File: config.mk
export PLATFORM = sky130hd
export DESIGN_NAME = timer_sequencer
export DESIGN_NICKNAME = d
export VERILOG_FILES = /design/src/rtl/timer_sequencer_pkg.sv /design/src/rtl/timer_sequencer_counter.sv /design/src/rtl/timer_sequencer.sv
export SDC_FILE = /design/constraint.sdc
export NUM_CORES = 1
export LEC_CHECK = 0
export ABC_AREA = 0
export BUFFER_PORTS_ARGS = -buffer_cell sky130_fd_sc_hd__buf_2
export CAP_MARGIN = 20
export CORE_MARGIN = 4
export CORE_UTILIZATION = 50
export CTS_CLUSTER_SIZE = 10
export DETAILED_ROUTE_END_ITERATION = 8
export GPL_TIMING_DRIVEN = 0
export PLACE_DENSITY = 0.74
export SLEW_MARGIN = 20
export SYNTH_ARGS = -nofsm -noshare
export SYNTH_HDL_FRONTEND = slang
export SYNTH_SLANG_ARGS = --single-unit
File: constraint.sdc
create_clock -name clk -period 2.2 [get_ports clk]
set_input_delay 0.33 -clock clk [delete_from_list [all_inputs] [get_ports clk]]
set_output_delay 0.33 -clock clk [all_outputs]
set_load 0.02 [all_outputs]
File: src/rtl/timer_sequencer_pkg.sv
// Shared definitions for the timer sequencer: FSM state type and its encoding.
package timer_sequencer_pkg;

  localparam logic [1:0] S_IDLE = 2'd0;
  localparam logic [1:0] S_LOAD = 2'd1;
  localparam logic [1:0] S_RUN  = 2'd2;
  localparam logic [1:0] S_DONE = 2'd3;

  typedef enum logic [1:0] {
    IDLE = S_IDLE,
    LOAD = S_LOAD,
    RUN  = S_RUN,
    DONE = S_DONE
  } state_e;

endpackage

File: src/rtl/timer_sequencer_counter.sv
// N-bit up/down counter with synchronous load; load wins over enable.
// All updates on the falling edge of clk.
module updown_load_counter #(
  parameter int N = 4
) (
  input  logic         clk,
  input  logic         reset_n,
  input  logic         load_i,
  input  logic [N-1:0] load_val_i,
  input  logic         en_i,
  input  logic         up_i,
  output logic [N-1:0] count_o
);

  logic [N-1:0] count_q;
  logic [N-1:0] count_d;

  // Next count: load, step in the selected direction, or hold.
  always_comb begin
    count_d = count_q;
    if (load_i) begin
      count_d = load_val_i;
    end else if (en_i) begin
      count_d = up_i ? (count_q + 1'b1) : (count_q - 1'b1);
    end
  end

  // Count register.
  always_ff @(negedge clk or negedge reset_n) begin
    if (!reset_n) begin
      count_q <= '0;
    end else begin
      count_q <= count_d;
    end
  end

  assign count_o = count_q;

endmodule

File: src/rtl/timer_sequencer.sv
// Timer sequencer: one-shot or auto-reload up/down timer with a registered
// terminal pulse. State changes on the falling edge of clk.
// Optional feature macro: TIMER_SEQUENCER_PRESCALER_EN adds a presc+1 advance
// divider; without it the counter advances on every RUN cycle.
//
// state | meaning
// IDLE  | waiting for start, count holds
// LOAD  | one cycle: latch config, preset count to its initial value
// RUN   | counting; terminal either reloads (periodic) or finishes
// DONE  | one cycle after a one-shot terminal, busy low, then IDLE
module timer_sequencer
  import timer_sequencer_pkg::*;
#(
  parameter int N  = 4,
  parameter int PW = 4
) (
  input  logic          clk,
  input  logic          reset_n,
  input  logic          start,
  input  logic          stop,
  input  logic          periodic,
  input  logic          dir_up,
  input  logic [N-1:0]  period,
  input  logic [PW-1:0] presc,
  output logic [N-1:0]  count,
  output logic          busy,
  output logic          tick
);

  state_e       state_q, state_d;
  logic [N-1:0] period_q;
  logic         dir_up_q;
  logic         periodic_q;
  logic         tick_q, tick_d;
  logic         latch_cfg;
  logic         ctr_load;
  logic         ctr_en;
  logic [N-1:0] ctr_load_val;
  logic         adv;
  logic         term;

  assign term = dir_up_q ? (count == period_q) : (count == '0);

`ifdef TIMER_SEQUENCER_PRESCALER_EN
  logic [PW-1:0] presc_q;
  logic [PW-1:0] psc_q, psc_d;

  assign adv = (psc_q == presc_q);

  // Divider restarts in LOAD and after every advance, which includes reload.
  always_comb begin
    psc_d = psc_q;
    if (state_q == LOAD) begin
      psc_d = '0;
    end else if (state_q == RUN) begin
      psc_d = adv ? '0 : (psc_q + 1'b1);
    end
  end

  // Prescaler count and its latched divide value.
  always_ff @(negedge clk or negedge reset_n) begin
    if (!reset_n) begin
      psc_q   <= '0;
      presc_q <= '0;
    end else begin
      psc_q <= psc_d;
      if (latch_cfg) begin
        presc_q <= presc;
      end
    end
  end
`else
  logic unused_presc;
  assign unused_presc = ^presc;
  assign adv = 1'b1;
`endif

  // Next state, counter controls and terminal pulse; stop beats terminal.
  always_comb begin
    state_d      = state_q;
    latch_cfg    = 1'b0;
    ctr_load     = 1'b0;
    ctr_en       = 1'b0;
    ctr_load_val = dir_up_q ? '0 : period_q;
    tick_d       = 1'b0;
    case (state_q)
      IDLE: begin
        if (start && !stop) begin
          state_d = LOAD;
        end
      end
      LOAD: begin
        if (stop) begin
          state_d = IDLE;
        end else begin
          latch_cfg    = 1'b1;
          ctr_load     = 1'b1;
          ctr_load_val = dir_up ? '0 : period;
          state_d      = RUN;
        end
      end
      RUN: begin
        if (stop) begin
          state_d = IDLE;
        end else if (adv) begin
          if (term) begin
            tick_d = 1'b1;
            if (periodic_q) begin
              ctr_load = 1'b1;
            end else begin
              state_d = DONE;
            end
          end else begin
            ctr_en = 1'b1;
          end
        end
      end
      DONE: begin
        state_d = IDLE;
      end
      default: begin
        state_d = IDLE;
      end
    endcase
  end

  // State, tick and latched configuration registers.
  always_ff @(negedge clk or negedge reset_n) begin
    if (!reset_n) begin
      state_q    <= IDLE;
      tick_q     <= 1'b0;
      period_q   <= '0;
      dir_up_q   <= 1'b0;
      periodic_q <= 1'b0;
    end else begin
      state_q <= state_d;
      tick_q  <= tick_d;
      if (latch_cfg) begin
        period_q   <= period;
        dir_up_q   <= dir_up;
        periodic_q <= periodic;
      end
    end
  end

  updown_load_counter #(
    .N(N)
  ) u_counter (
    .clk       (clk),
    .reset_n   (reset_n),
    .load_i    (ctr_load),
    .load_val_i(ctr_load_val),
    .en_i      (ctr_en),
    .up_i      (dir_up_q),
    .count_o   (count)
  );

  assign busy = (state_q == LOAD) || (state_q == RUN);
  assign tick = tick_q;

endmodule

==> impl_metrics.json <==
{
  "outcome": "finished, violations left",
  "violations": "negative setup slack",
  "clkLatencyLatePin_ps": 270,
  "rrSetupSlack_ps": 270,
  "post_synth.cell_area_avg_sq_um": 9.333,
  "r2r_start": "dir_up_q",
  "crit_path_start_kind": "register",
  "htreeDepth": 1,
  "drt_wl_total_mm": 2.028,
  "worstSetupPathType": "reg2out",
  "cp_slowest_cell": "dfrtn_1",
  "clock-root-buffer": "clkbuf_4",
  "grt_pass1_wl_mm": 3.491,
  "hold_ws_ps": 475.9,
  "setup.worst_path.end": "busy",
  "cts_buffers": 3,
  "cts_buffer_depth": 2,
  "vdd_drop_max_v": 0.0008645,
  "rows": 15,
  "start_util_pct": 52.97,
  "syn-num-nets": 119,
  "synth_seq_cells": 13,
  "via_per_inst": 5.242,
  "antenna_found_initial": 0,
  "cts_tree": "done",
  "coreArea_sq_mm": 0.001727,
  "ant_nets": 0,
  "cts_hold_buf": 0,
  "slew_viol_final": 0,
  "slew_headroom_pct": 79.37,
  "diodes": 0,
  "final_common_cell": "nand2_1",
  "cp-startpoint": "state_q[1]",
  "dpl_worst_slack_ps": -292.5,
  "grt_usage_pct": 17.91,
  "critPathTopFamily": "flip-flops",
  "rsz0062_at_grt": "yes",
  "max_cap_violations": 0,
  "routedWlPerCell_microns": 13.25,
  "crit_cells": 3,
  "die_w_microns": 50.77,
  "hold_violations": 0,
  "cp_max_fo": 2,
  "gp_congestion": 0.8566,
  "timing.rr.end": "u_counter.count_o[3]",
  "yosysSeqAreaShare_pct": 35.57,
  "die_area_sq_mm": 0.002578,
  "drc_errors": 0,
  "report.final.setup_viol": 6,
  "drive_above_1_share_pct": 32.81,
  "finalClockSkew_ps": 1.731,
  "power.density_mw_per_mm2": 1476,
  "grt_max_degree": 14,
  "cts.sinks": 13,
  "drtIter0Drc": 18,
  "max_stage_delay_ps": 450,
  "synth_warnings": 0,
  "critPathRequiredTime_ps": 1870,
  "final_cell_mix": "nand2_1, dfrtn_1, buf_4",
  "p_leak_uw": 0.0005384,
  "stdcell_area_sq_mm": 0.001216,
  "clk_pin_slew_ps": 60,
  "worst_pin_slew_ps": 309.5,
  "hold_path_class": "reg2reg",
  "fin_util_pct": 70.43,
  "die_height_microns": 50.77,
  "power.total_uw": 1795,
  "io_pins": 20,
  "worstPathCellList": "inv_2, ha_4, buf_6",
  "setup_slack_ps": -388.5,
  "arrival_ps": 2260,
  "path_buf_inv": 2,
  "area_growth_pct": 32.97,
  "first_global_vias": 787,
  "first_pass_iters": 4,
  "netlist_area_sq_um": 914.6,
  "placed_cell_area_sq_mm": 0.001044,
  "fin_nets": 150,
  "grt_overflow": 0,
  "r2r_cells": 7,
  "port-buffer-count": 15,
  "synthCells": 98,
  "synth_cell_types": 27,
  "vias": 802,
  "critPathCaptureType": "output port",
  "hpwl_mm": 1.454
}
-- what timing repair did --
action / in CTS / in global routing
endpoints found under the setup margin: 6 / 10
setup buffers: 10 / 1
resized for setup: 12 / 9
pin swaps: 1 / 1
endpoints found under the hold margin: 0 / 0
-- cell type report --
cell class              instances  area (sq um)
multi-input cells              80         614.3
fillers                       137         510.5
flip-flops and latches         13         325.3
repair buffers                 26         195.2
well taps                      25         31.28
clock buffers                   4         26.28
plain buffers                   2         12.51
inverters                       3         11.26
-- layer usage --
layer | wire (microns) | share of wire (%) | GRT usage, %
met3 | 77 | 3.8 | 1.780
met2 | 977 | 48 | 31.74
met1 | 962 | 47 | 23.36
met4 | 10 | 0.49 | 4.036
met5 | 0 | 0 | 0
-- state kept, by name, summed over array words and instances, names as in the netlist --
signal / flops
period_q: 4
u_counter.count_o: 4
state_q: 2
dir_up_q: 1
periodic_q: 1
tick: 1
-- power by group --
part           total (uW)  internal (uW)  leakage, uW  switching (uW)
Sequential            447            348     0.000165            98.5
Combinational        1200            586     0.000358             616
Clock                 146           70.1    0.0000150            76.0
-- cells by family after synthesis --
group                      Yosys count  share of synthesized area [%]
buffers and inverters                5                          2.052
muxes                                6                          6.567
DFF                                 13                          35.57
xor gates and xnor gates             7                          6.703
AOI/OAI and AO/OA                   21                          17.51
adders and majority gates            7                          10.40
and+or+nand+nor                     39                          21.20
-- synth_stat cells (all sizes together) --
cell    number  area share (%)
nand2       19             7.8
dfrtn       13              36
xnor2        7             6.7
ha           6             8.2
mux2i        6             6.6
a21oi        5             4.4
a31oi        4             2.7
nor3b        4             3.3
o211ai       4             3.3
o21ai        4             3.4
and2         3             2.1
inv          3             1.2
nand2b       3             2.1
nand3        3             1.6
nor2         3             1.2
clkbuf       2            0.82
nor2b        2             1.4
a21o         1            0.82
a32o         1             1.1
a32oi        1            0.96
and3         1             1.2
fa           1             2.2
nor3         1            0.55
o21a         1            0.82
-- worst min-delay path by stage --
stage | start | to | slack (ps) | cells after the start
floorplan | period_q[0] | period_q[0] | 450 | 2
global placement | period_q[1] | period_q[1] | 480 | 2
detailed placement | period_q[1] | period_q[1] | 480 | 2
CTS | period_q[1] | period_q[1] | 480 | 2
global route | period_q[2] | period_q[2] | 530 | 2
finish | period_q[1] | period_q[1] | 480 | 2
-- metrics by stage --
| stage | std cells | TNS [ps] |
|---|---|---|
| after floorplan | 98 | -29.73 |
| after global placement | 138 | -1705 |
| after detailed placement | 138 | -1863 |
| after CTS | 152 | -668.5 |
| after global routing | 153 | -865.2 |
| final | 153 | -676.4 |
-- worst register-to-register path: cells and delay by family (launching register included) --
kind,cells,cell delay (ps)
AO/OA/AOI/OAI,3,580
flip-flops,1,490
adder cells (fa/ha/maj),1,320
buffers and inverters,1,190
XOR/XNOR,1,100
multiplexers,1,90
(Power assumes the default switching activity.)
